**src/rtl/traffic_generator_if.sv**
```systemverilog
// AXI4-Stream bundle used by the traffic generator.
// The master drives data, byte enables, valid and last; the slave drives ready.
interface traffic_generator_if #(
    parameter int WIDTH = 256
);
    logic [WIDTH-1:0]   TDATA;
    logic [WIDTH/8-1:0] TKEEP;
    logic               TVALID;
    logic               TREADY;
    logic               TLAST;

    modport master (
        output TDATA,
        output TKEEP,
        output TVALID,
        output TLAST,
        input  TREADY
    );

    modport slave (
        input  TDATA,
        input  TKEEP,
        input  TVALID,
        input  TLAST,
        output TREADY
    );
endinterface

```
**src/rtl/traffic_generator.sv**
```systemverilog
// AXI4-Stream traffic source.
// Emits a programmed number of fixed-length packets with a selectable data
// pattern, a partial last beat and optional M-beats-then-N-idle rate limiting.
// Configuration is captured when a run starts; all stream outputs are registered.
module traffic_generator #(
    parameter int WIDTH      = 256,
    parameter int RESET_TYPE = 1
) (
    input  logic                clk,
    input  logic                rst,
    input  logic [5:0]          mode,
    input  logic [15:0]         num_packets,
    input  logic [15:0]         num_flits,
    input  logic [7:0]          last_flit_bytes,
    input  logic [15:0]         M,
    input  logic [15:0]         N,
    traffic_generator_if.master axis
);

    localparam int BYTES = WIDTH / 8;
    localparam int LANES = WIDTH / 32;

    typedef enum logic [1:0] {
        S_IDLE = 2'd0,
        S_RUN  = 2'd1,
        S_GAP  = 2'd2,
        S_DONE = 2'd3
    } state_t;

    // One step of the x^32+x^22+x^2+x+1 Fibonacci LFSR (taps 32,22,2,1).
    function automatic logic [31:0] lfsr_step(input logic [31:0] s);
        return {s[30:0], s[31] ^ s[21] ^ s[1] ^ s[0]};
    endfunction

    // A packet length of zero behaves as a single beat.
    function automatic logic [15:0] norm_flits(input logic [15:0] v);
        if (v == 16'd0) begin
            return 16'd1;
        end else begin
            return v;
        end
    endfunction

    // Zero or an oversized byte count means a full last beat.
    function automatic logic [15:0] norm_bytes(input logic [7:0] v);
        if ((v == 8'd0) || ({8'd0, v} > 16'(BYTES))) begin
            return 16'(BYTES);
        end else begin
            return {8'd0, v};
        end
    endfunction

    // Byte enables: all ones except on the last beat, where only the low lfb bytes are set.
    function automatic logic [BYTES-1:0] make_keep(input logic last, input logic [15:0] lfb);
        logic [BYTES-1:0] k;
        for (int b = 0; b < BYTES; b++) begin
            k[b] = !last || (16'(b) < lfb);
        end
        return k;
    endfunction

    // Fill every 32-bit lane with the selected pattern, then zero disabled bytes.
    function automatic logic [WIDTH-1:0] make_data(
        input logic [1:0]       pat,
        input logic [15:0]      pkt,
        input logic [15:0]      flit,
        input logic [31:0]      beat,
        input logic [31:0]      lfsr,
        input logic [BYTES-1:0] keep
    );
        logic [WIDTH-1:0] d;
        logic [31:0]      lane;
        for (int l = 0; l < LANES; l++) begin
            case (pat)
                2'b00:   lane = beat;
                2'b01:   lane = {pkt, flit};
                2'b10:   lane = lfsr;
                default: lane = 32'(l);
            endcase
            d[l*32 +: 32] = lane;
        end
        for (int b = 0; b < BYTES; b++) begin
            if (!keep[b]) begin
                d[b*8 +: 8] = 8'd0;
            end
        end
        return d;
    endfunction

    // FSM state and datapath registers
    state_t      state_r;
    logic [15:0] np_r, nf_r, lfb_r, m_r, n_r;
    logic        cont_r, rl_r;
    logic [1:0]  pat_r;
    logic [15:0] pkt_r, flit_r, burst_r, gap_r;
    logic [31:0] beat_r, lfsr_r;

    // next values
    state_t      state_s;
    logic [15:0] np_s, nf_s, lfb_s, m_s, n_s;
    logic        cont_s, rl_s;
    logic [1:0]  pat_s;
    logic [15:0] pkt_s, flit_s, burst_s, gap_s;
    logic [31:0] beat_s, lfsr_s;

    // registered stream outputs and their next values
    logic             tvalid_r, tlast_r;
    logic [WIDTH-1:0] tdata_r;
    logic [BYTES-1:0] tkeep_r;
    logic             valid_s, last_s, last_calc_s;
    logic [WIDTH-1:0] data_s, data_calc_s;
    logic [BYTES-1:0] keep_s, keep_calc_s;

    logic hs_s, last_flit_s, rl_act_s, burst_hit_s;
    logic unused_s;

    assign hs_s        = tvalid_r & axis.TREADY;
    assign last_flit_s = (flit_r == (nf_r - 16'd1));
    assign rl_act_s    = rl_r && (m_r != 16'd0) && (n_r != 16'd0);
    assign burst_hit_s = rl_act_s && ((burst_r + 16'd1) == m_r);
    // mode[5] is reserved; only active-high reset exists
    assign unused_s    = mode[5] ^ (RESET_TYPE != 1);

    // Next-state and counter logic.
    always_comb begin
        state_s = state_r;
        np_s    = np_r;
        nf_s    = nf_r;
        lfb_s   = lfb_r;
        m_s     = m_r;
        n_s     = n_r;
        cont_s  = cont_r;
        rl_s    = rl_r;
        pat_s   = pat_r;
        pkt_s   = pkt_r;
        flit_s  = flit_r;
        beat_s  = beat_r;
        lfsr_s  = lfsr_r;
        burst_s = burst_r;
        gap_s   = gap_r;
        case (state_r)
            S_IDLE: begin
                if (mode[0]) begin
                    np_s    = num_packets;
                    nf_s    = norm_flits(num_flits);
                    lfb_s   = norm_bytes(last_flit_bytes);
                    m_s     = M;
                    n_s     = N;
                    cont_s  = mode[1];
                    rl_s    = mode[2];
                    pat_s   = mode[4:3];
                    pkt_s   = 16'd0;
                    flit_s  = 16'd0;
                    beat_s  = 32'd0;
                    lfsr_s  = 32'hFFFF_FFFF;
                    burst_s = 16'd0;
                    gap_s   = 16'd0;
                    if (!mode[1] && (num_packets == 16'd0)) begin
                        state_s = S_DONE;
                    end else begin
                        state_s = S_RUN;
                    end
                end else begin
                    state_s = S_IDLE;
                end
            end
            S_RUN: begin
                if (hs_s) begin
                    beat_s = beat_r + 32'd1;
                    lfsr_s = lfsr_step(lfsr_r);
                    gap_s  = 16'd0;
                    if (!rl_act_s) begin
                        burst_s = burst_r;
                    end else if (burst_hit_s) begin
                        burst_s = 16'd0;
                    end else begin
                        burst_s = burst_r + 16'd1;
                    end
                    if (last_flit_s) begin
                        // end of packet: run completion and stop take priority over a gap
                        flit_s = 16'd0;
                        pkt_s  = pkt_r + 16'd1;
                        if (!cont_r && ((pkt_r + 16'd1) == np_r)) begin
                            state_s = S_DONE;
                        end else if (!mode[0]) begin
                            state_s = S_IDLE;
                        end else if (burst_hit_s) begin
                            state_s = S_GAP;
                        end else begin
                            state_s = S_RUN;
                        end
                    end else begin
                        flit_s = flit_r + 16'd1;
                        if (burst_hit_s) begin
                            state_s = S_GAP;
                        end else begin
                            state_s = S_RUN;
                        end
                    end
                end else begin
                    state_s = S_RUN;
                end
            end
            S_GAP: begin
                if (gap_r == (n_r - 16'd1)) begin
                    gap_s   = 16'd0;
                    state_s = S_RUN;
                end else begin
                    gap_s   = gap_r + 16'd1;
                    state_s = S_GAP;
                end
            end
            S_DONE: begin
                if (!mode[0]) begin
                    state_s = S_IDLE;
                end else begin
                    state_s = S_DONE;
                end
            end
            default: begin
                state_s = S_IDLE;
            end
        endcase
    end

    // Next output beat: load a fresh beat on entry to RUN or after a handshake, hold on stall.
    always_comb begin
        last_calc_s = (flit_s == (nf_s - 16'd1));
        keep_calc_s = make_keep(last_calc_s, lfb_s);
        data_calc_s = make_data(pat_s, pkt_s, flit_s, beat_s, lfsr_s, keep_calc_s);
        valid_s     = tvalid_r;
        last_s      = tlast_r;
        keep_s      = tkeep_r;
        data_s      = tdata_r;
        if (state_s != S_RUN) begin
            valid_s = 1'b0;
            last_s  = 1'b0;
            keep_s  = '0;
            data_s  = '0;
        end else if ((state_r != S_RUN) || hs_s) begin
            valid_s = 1'b1;
            last_s  = last_calc_s;
            keep_s  = keep_calc_s;
            data_s  = data_calc_s;
        end else begin
            valid_s = tvalid_r;
            last_s  = tlast_r;
            keep_s  = tkeep_r;
            data_s  = tdata_r;
        end
    end

    // State, latched configuration and counters.
    always_ff @(posedge clk or posedge rst) begin
        if (rst) begin
            state_r <= S_IDLE;
            np_r    <= 16'd0;
            nf_r    <= 16'd0;
            lfb_r   <= 16'd0;
            m_r     <= 16'd0;
            n_r     <= 16'd0;
            cont_r  <= 1'b0;
            rl_r    <= 1'b0;
            pat_r   <= 2'b00;
            pkt_r   <= 16'd0;
            flit_r  <= 16'd0;
            beat_r  <= 32'd0;
            lfsr_r  <= 32'd0;
            burst_r <= 16'd0;
            gap_r   <= 16'd0;
        end else begin
            state_r <= state_s;
            np_r    <= np_s;
            nf_r    <= nf_s;
            lfb_r   <= lfb_s;
            m_r     <= m_s;
            n_r     <= n_s;
            cont_r  <= cont_s;
            rl_r    <= rl_s;
            pat_r   <= pat_s;
            pkt_r   <= pkt_s;
            flit_r  <= flit_s;
            beat_r  <= beat_s;
            lfsr_r  <= lfsr_s;
            burst_r <= burst_s;
            gap_r   <= gap_s;
        end
    end

    // Stream output registers.
    always_ff @(posedge clk or posedge rst) begin
        if (rst) begin
            tvalid_r <= 1'b0;
            tlast_r  <= 1'b0;
            tkeep_r  <= '0;
            tdata_r  <= '0;
        end else begin
            tvalid_r <= valid_s;
            tlast_r  <= last_s;
            tkeep_r  <= keep_s;
            tdata_r  <= data_s;
        end
    end

    assign axis.TVALID = tvalid_r;
    assign axis.TLAST  = tlast_r;
    assign axis.TKEEP  = tkeep_r;
    assign axis.TDATA  = tdata_r;

endmodule

```
**src/flat_wrapper.sv**
```systemverilog
// flat-port wrapper written by rule: the top's interface ports become plain ports
module traffic_generator_flat 
#(
    parameter int WIDTH      = 256,
    parameter int RESET_TYPE = 1
)
  (clk, rst, mode, num_packets, num_flits, last_flit_bytes, M, N, axis_TDATA, axis_TKEEP, axis_TVALID, axis_TLAST, axis_TREADY);
  traffic_generator_if #(.WIDTH(WIDTH)) axis_i ();
  input  logic clk;
  input  logic rst;
  input  logic [5:0] mode;
  input  logic [15:0] num_packets;
  input  logic [15:0] num_flits;
  input  logic [7:0] last_flit_bytes;
  input  logic [15:0] M;
  input  logic [15:0] N;
  output wire logic [$bits(axis_i.TDATA)-1:0] axis_TDATA;
  output wire logic [$bits(axis_i.TKEEP)-1:0] axis_TKEEP;
  output wire logic [$bits(axis_i.TVALID)-1:0] axis_TVALID;
  output wire logic [$bits(axis_i.TLAST)-1:0] axis_TLAST;
  input wire logic [$bits(axis_i.TREADY)-1:0] axis_TREADY;
  assign axis_TDATA = axis_i.TDATA;
  assign axis_TKEEP = axis_i.TKEEP;
  assign axis_TVALID = axis_i.TVALID;
  assign axis_TLAST = axis_i.TLAST;
  assign axis_i.TREADY = axis_TREADY;
  traffic_generator #(.WIDTH(WIDTH), .RESET_TYPE(RESET_TYPE)) u_core (.clk(clk), .rst(rst), .mode(mode), .num_packets(num_packets), .num_flits(num_flits), .last_flit_bytes(last_flit_bytes), .M(M), .N(N), .axis(axis_i));
endmodule
```
**config.mk**
```make
export PLATFORM = sky130hd
export DESIGN_NAME = traffic_generator_flat
export DESIGN_NICKNAME = d
export VERILOG_FILES = /design/src/rtl/traffic_generator_if.sv /design/src/rtl/traffic_generator.sv /design/src/flat_wrapper.sv
export SDC_FILE = /design/constraint.sdc
export NUM_CORES = 1
export LEC_CHECK = 0
export BUFFER_PORTS_ARGS = -buffer_cell sky130_fd_sc_hd__buf_2
export CORE_UTILIZATION = 43
export CTS_CLUSTER_SIZE = 8
export DETAILED_ROUTE_END_ITERATION = 12
export PLACE_DENSITY = 0.67
export SLEW_MARGIN = 20
export SYNTH_ARGS = -nofsm -noshare
export SYNTH_HDL_FRONTEND = slang
export SYNTH_SLANG_ARGS = --single-unit
```
**constraint.sdc**
```tcl
create_clock -name clk -period 15.5 [get_ports clk]
set_input_delay 2.325 -clock clk [delete_from_list [all_inputs] [get_ports clk]]
set_output_delay 2.325 -clock clk [all_outputs]
set_load 0.01 [all_outputs]
```
* After elaboration in Yosys (flattened, before gate mapping) *
Cells that the tools add are included.

storage, ports and cells
  register bits = 504
  input port bits = 81
  output and inout bits = 290
  logic and storage cells = 222

cells by class
  $add $sub $neg = 8
  $lt $le $gt $ge = 33
  equal/unequal tests = 15
  muxes and demuxes = 88
  bitwise logic cells = 4
  reduce and logical (&&, ||, !) cells = 55

operators with widths
  cell                                                            number
  case mux 32 bit (3 select lines)                                8
  two-way mux 256 bit                                             2
  two-way mux 16 bit                                              17
  two-way mux 8 bit                                               33
  < comparator 5 x 16 -> 1 bit (first input constant)             16
  two-way mux 32 bit                                              6
  < comparator 4 x 16 -> 1 bit (first input constant)             8
  case mux 32 bit (2 select lines)                                2
  case mux 16 bit (2 select lines)                                3
  equality test 16 bit                                            5
  adder 16 x 1 -> 16 bit (second input constant)                  4
  < comparator 3 x 16 -> 1 bit (first input constant)             4
  case mux 16 bit (3 select lines)                                1
  subtractor 16 x 1 -> 16 bit (second input constant)             3
  logical OR 1 bit                                                34
  adder 32 x 1 -> 32 bit (second input constant)                  1
  zero test 16 bit                                                2
  < comparator 1 x 16 -> 1 bit (first input constant)             2
  < comparator 2 x 16 -> 1 bit (first input constant)             2
  nonzero test 16 bit                                             2
  two-way mux 2 bit                                               11
  greater-than comparator 8 x 6 -> 1 bit (second input constant)  1
  zero test 8 bit                                                 1
  != test 2 x 1 -> 1 bit (second input constant)                  4
  15 further kinds                                                31

* Logic depth before layout (Yosys ltp) *
  depth in word-level cells = 12
  depth in mapped cells = 20
  depth with buffers taken out = 17

* Worst setup path after synthesis *
No wires, ideal clock.

  kind = in2reg
  start point = input port mode[0]
  end point = register u_core.tkeep_r[13] (netlist: u_core.axis.TKEEP[13])
  arrival = 7,216 ps
  slack = 8,145 ps
  stages on the path = 19
  path buffers = 5
  path through = nor3b_1 > buf_2 > buf_2 > clkbuf_1 > clkbuf_1 > mux2i_1 > ha_1 > inv_1 > or4_1 > xor2_1 > mux2i_1 > xnor2_1 > a222oi_1 > o311ai_0 > a21oi_1 > nand4_4 > buf_6 > nor4_4 > a21oi_1

on the way
  cells in the longest elaborated chain, start to end = 8

RTL lines
  what                         line                      source
  from (decl)                  flat_wrapper.sv:11        input logic [5:0] mode;
  two-way mux 16 bit           traffic_generator.sv:143  if (mode[0]) begin
  two-way mux 16 bit           traffic_generator.sv:141  case (state_r)
  subtractor 16 x 1 -> 16 bit  traffic_generator.sv:228  last_calc_s = (flit_s == (nf_s - 16'd1));
  equality test 16 bit         traffic_generator.sv:228
  zero test 1 bit              traffic_generator.sv:57   k[b] = !last || (16'(b) < lfb);
  logical OR 1 bit             traffic_generator.sv:57
  two-way mux 32 bit           traffic_generator.sv:240  end else if ((state_r != S_RUN) || hs_s) begin
  two-way mux 32 bit           traffic_generator.sv:235  if (state_s != S_RUN) begin
  to (signal assigned)         traffic_generator.sv:300  tkeep_r <= keep_s;
  to (decl)                    traffic_generator.sv:109  logic [BYTES-1:0] tkeep_r;

Several ways; a longest one is shown, not always the timed one. The select of a mux whose other input is x is not followed.
A chain may end at the register's enable or synchronous reset.

* Worst setup path after layout *
  start point = input port num_flits[6]
  end point = register u_core.tdata_r[214] (netlist: u_core.axis.TDATA[214])

on the way
  cells in the longest elaborated chain, start to end = 11

RTL lines
  what                         line                      source
  from (decl)                  flat_wrapper.sv:13        input logic [15:0] num_flits;
  zero test 16 bit             traffic_generator.sv:37   if (v == 16'd0) begin
  two-way mux 16 bit           traffic_generator.sv:37
  two-way mux 16 bit           traffic_generator.sv:143
  two-way mux 16 bit           traffic_generator.sv:141
  via u_core.nf_s[0]           traffic_generator.sv:100  logic [15:0] np_s, nf_s, lfb_s, m_s, n_s;
  subtractor 16 x 1 -> 16 bit  traffic_generator.sv:228
  equality test 16 bit         traffic_generator.sv:228
  zero test 1 bit              traffic_generator.sv:57
  logical OR 1 bit             traffic_generator.sv:57
  two-way mux 8 bit            traffic_generator.sv:83   if (!keep[b]) begin
  two-way mux 256 bit          traffic_generator.sv:240
  two-way mux 256 bit          traffic_generator.sv:235
  to (signal assigned)         traffic_generator.sv:301  tdata_r <= data_s;
  to (decl)                    traffic_generator.sv:108  logic [WIDTH-1:0] tdata_r;

The timed path passes the listed nets, and every way through them passes these cells. The select of a mux whose other input is x is not followed.

==> metrics.log <==
INFO  metric filler_cell_count = 5303
INFO  metric ios = ~370
INFO  metric finalWorstPathRequiredPeriod = around 7.8 ns
INFO  metric wl_per_cell = around 22 um
INFO  metric final_critical_path_setup_slack = between 7 and 8 ns
INFO  metric tritoncts = yes
INFO  metric r2r.worst_path.cells = 17
INFO  metric critical_path_launch_point = num_flits[6]
INFO  metric firstDrtPassIters = 8
INFO  metric clkSinkCount = between 500 and 600
INFO  metric die_width = around 240 um
INFO  metric run_status = completed
INFO  metric clock_tree.root_cell = sky130_fd_sc_hd__clkbuf_16
INFO  metric power-per-cell-area = around 170 nW/um^2
INFO  metric number_of_antenna_violations_at_the_first_check_in_global_routing = 7
INFO  metric synth.largest_area_cell = sky130_fd_sc_hd__dfrtp_1
INFO  metric static-leakage-power = about 14 nW
INFO  metric nNetsFinal = between 3k and 4k
INFO  metric finalSetupTns = 0 ns
INFO  metric slowest_stage = sky130_fd_sc_hd__nor4_2
INFO  metric worst_pin_slew = between 1 and 1.5 ns
INFO  metric timing.rr.end = u_core.axis.TDATA[214]
INFO  metric worst_path_cell_trace = buf_2 > nor4_1 > nand2_1 > o31a_1 > a21oi_1 > inv_1 > ha_1 > inv_1 > or3_1 > a21oi_1 > a221o_1 > nor3b_1 > a2111oi_0 > o211ai_1 > a211oi_2 > nand2_4 > nor4_2 > o21ai_0
INFO  metric final_design_area_no_fill = slightly below 30000 um^2
INFO  metric num_vias = between 20k and 25k
INFO  metric ys_dominant_reg_cell = sky130_fd_sc_hd__dfrtp_1
INFO  metric finalPower = about 0.005 W
INFO  metric final.setup_skew = between 0.03 and 0.04 ns
INFO  metric synth_area = roughly 25000 um^2
INFO  metric cap_violations = 0
INFO  metric finalSetupViolCount = 0
INFO  metric path_class = in -> reg
INFO  metric first_iter_violations = 2216
INFO  metric critPathCaptureType = flip-flop
INFO  metric max_clock_freq = about 130 MHz
INFO  metric syn2layout_area_growth = 17.9%
INFO  metric placementRows = between 80 and 90
INFO  metric worst-r2r-setup-slack = between 9 and 10 ns
INFO  metric synth-async-reset-ratio = 1.00
INFO  metric synthDistinctLibCells = a little under 90
INFO  metric routed_wl = 82900 um
INFO  metric dpl.hpwl = around 58000 um
INFO  metric cts-buffers-inserted = 73
INFO  metric cp.arrival = between 8 and 9 ns
INFO  metric numPortBuffers = approximately 370
INFO  metric clkSlewWorstSetupHoldPaths = ~0.05 ns
INFO  metric slowest_delay = 0.97 ns
INFO  metric detail-route-antenna-nets = 0
INFO  metric worstHoldPathType = reg -> reg
INFO  metric cts.hold.buffers_added = 0
INFO  metric ys_seq_elements = between 500 and 600
INFO  metric cp-endpoint = u_core.axis.TDATA[214]
INFO  metric post-cts-setup-buffer-count = 0
INFO  metric cts-resized-gates = 0
INFO  metric drc = 0
INFO  metric synth_top_area_share = 0.502
INFO  metric post_synth_main_area_contributors = sky130_fd_sc_hd__dfrtp_1 (50%), sky130_fd_sc_hd__nand2_1 (9.9%), sky130_fd_sc_hd__o21ai_0 (5.9%), sky130_fd_sc_hd__xnor2_1 (2.7%), sky130_fd_sc_hd__o21ai_1 (2.6%)
INFO  metric final_layout_size_suffix_gt1_frac = 0.184
INFO  metric pin_count_of_the_biggest_net_entering_global_routing = between 150 and 200
INFO  metric floorplan.die.height = ~240 um
INFO  metric critical_path_required = 15.94 ns
INFO  metric grt_first_pass_wirelength = roughly 130000 um
INFO  metric final-hold-violation-count = 0
INFO  metric grt_pass1_vias = 22.3k
INFO  metric synthCells = roughly 2.7k
INFO  metric reg2reg_from = u_core.state_r[0]
INFO  metric fin_crit_sh = 0.505
INFO  metric post-place-ws = between 7 and 8 ns
INFO  metric clk-insertion-delay-late = ~0.63 ns
INFO  metric synth_sequential_area_ratio = 0.502
INFO  metric rsz_0062_raised_after_global_routing = no
INFO  metric core_region_area = 57700 um^2
INFO  metric gpl.final_weighted_congestion = ~0.94
INFO  metric clock_path_buffers = 3
INFO  metric worstPathMaxFanout = 32
INFO  metric globalRouteOverflowTotal = 0
INFO  metric synth_enable_flop_cells = 0
INFO  metric htree_num_levels = 3
INFO  metric placed_cell_area = around 28000 um^2
INFO  metric worst_slew_margin_rel = 0.198
INFO  metric ir_worst_vdd = about 0.13 mV
INFO  metric grt_use_total = 0.277
INFO  metric worstSetupStartpointType = input port
INFO  metric route.detailed.vias_per_inst = just under 6
INFO  metric initial_cell_density_of_the_core = 0.435
INFO  metric synth-warning-count = 0
INFO  metric design.die.area = 59400 um^2
INFO  metric syn_nets = roughly 2.8k
INFO  metric final_max_slew_viol_count = 0
INFO  metric postSynthAreaPerCell = 9.15 um^2
worst max-delay path: cells and delay by family:
kind,cells,cell delay (ns)
buffers and inverters,3,0.46
AO/OA/AOI/OAI,8,2.47
adder cells (fa/ha/maj),1,0.31
AND/OR/NAND/NOR,6,2.69
registers in the layout (all words and copies together) (netlist names), 2 cells and up:
register / cells
u_core.np_r: 16
u_core.gap_r: 16
u_core.lfsr_r: 32
u_core.axis.TKEEP: 32
u_core.state_r: 2
u_core.lfb_r: 16
u_core.pat_r: 2
u_core.pkt_r: 16
u_core.n_r: 16
u_core.flit_r: 16
u_core.axis.TDATA: 256
u_core.nf_r: 16
u_core.burst_r: 16
u_core.m_r: 16
u_core.beat_r: 32
cells in the mapped netlist (9+ instances only):
cell type	instances
sky130_fd_sc_hd__a211oi_1	9
sky130_fd_sc_hd__a21o_1	13
sky130_fd_sc_hd__a21oi_1	63
sky130_fd_sc_hd__a22o_1	13
sky130_fd_sc_hd__a31oi_1	26
sky130_fd_sc_hd__and2_1	28
sky130_fd_sc_hd__and3_1	29
sky130_fd_sc_hd__buf_2	11
sky130_fd_sc_hd__clkbuf_1	127
sky130_fd_sc_hd__dfrtp_1	504
sky130_fd_sc_hd__inv_1	53
sky130_fd_sc_hd__mux2i_1	38
sky130_fd_sc_hd__nand2_1	663
sky130_fd_sc_hd__nand2b_1	16
sky130_fd_sc_hd__nand3_1	72
sky130_fd_sc_hd__nand4_1	35
sky130_fd_sc_hd__nor2_1	106
sky130_fd_sc_hd__nor3_1	43
sky130_fd_sc_hd__nor4_1	33
sky130_fd_sc_hd__nor4_4	30
sky130_fd_sc_hd__o211ai_1	11
sky130_fd_sc_hd__o21a_1	9
sky130_fd_sc_hd__o21ai_0	295
sky130_fd_sc_hd__o21ai_1	129
sky130_fd_sc_hd__o22ai_1	9
sky130_fd_sc_hd__o2bb2ai_1	14
sky130_fd_sc_hd__o31ai_1	21
sky130_fd_sc_hd__or2_2	10
sky130_fd_sc_hd__or3_1	16
sky130_fd_sc_hd__or4_1	21
sky130_fd_sc_hd__xnor2_1	78
sky130_fd_sc_hd__xor2_1	41
report_power, final:
group	internal [W]	leakage [nW]	total (W)	switching, W
combinational	0.000558	6.25	0.00160	0.00104
clock	0.000844	0.973	0.00144	0.000591
sequential	0.00168	6.57	0.00195	0.000277
total	0.00308	13.8	0.00499	0.00191
per-stage QoR:
stage | util | hold WS, ns | cells
global placement | 0.478 | 0.457 | 3758
floorplan | - | 0.445 | 2746
CTS | 0.513 | 0.477 | 3841
detailed placement | 0.478 | 0.465 | 3758
finish | 0.513 | 0.473 | 3848
global route | 0.513 | 0.490 | 3848
worst min-delay path by stage:
stage	slack [ns]	cells after the start	start	end
after floorplan	0.45	2	u_core.rl_r	u_core.rl_r
after global placement	0.46	2	u_core.axis.TDATA[221]	u_core.axis.TDATA[221]
after detailed placement	0.47	2	u_core.axis.TDATA[221]	u_core.axis.TDATA[221]
after CTS	0.48	2	u_core.axis.TDATA[222]	u_core.axis.TDATA[222]
after global routing	0.49	2	u_core.axis.TDATA[9]	u_core.axis.TDATA[9]
final	0.47	2	u_core.axis.TDATA[59]	u_core.axis.TDATA[59]
cells by family (layout without fill, tap and decap cells):
group | after synthesis | count (layout) | synth area share
AO/OA/AOI/OAI | 708 | 708 | 0.169
multiplexers | 45 | 45 | 0.0183
AND/OR/NAND/NOR | 1154 | 1154 | 0.231
adder cells (fa/ha/maj) | 8 | 8 | 0.00399
other | 0 | 7 | 0
XOR/XNOR | 119 | 119 | 0.0415
flip-flops | 504 | 504 | 0.502
buffers and inverters | 208 | 538 | 0.0341
layer usage:
| layer | track usage | up-vias | part of all wire |
|---|---|---|---|
| met1 | 0.365 | 11306 | 0.41 |
| li1 | - | 10270 | - |
| met2 | 0.449 | 938 | 0.48 |
| met5 | 0 | - | 0 |
| met4 | 0.121 | 0 | 0.041 |
| met3 | 0.0449 | 193 | 0.071 |
cell type report:
cell class                 count  area (um^2)  area share
clock buffer                  75         1830      0.0619
multi-input combinational   2034        11700       0.395
clock inverter                 8          174     0.00587
timing repair buffer         402         2120      0.0716
inverter                      53          203     0.00684
tap                          765          957      0.0323
sequential                   504        12600       0.426
antenna                        7         17.5    0.000592
cells in the final DEF (no fill, tap or decap), drive strengths merged, types with 28 or more instances in the layout:
cell,Yosys,routed
dfrtp,504,504
nand4,37,37
nor4,64,64
buf,27,402
clkbuf,128,75
o21ai,424,424
and3,29,29
inv,53,54
xor2,41,41
nand3,72,72
nor3,44,44
a21oi,63,63
mux2i,38,38
nor2,107,107
nand2,664,664
xnor2,78,78
and2,28,28
Note: power is estimated with default switching activity, not from simulation.
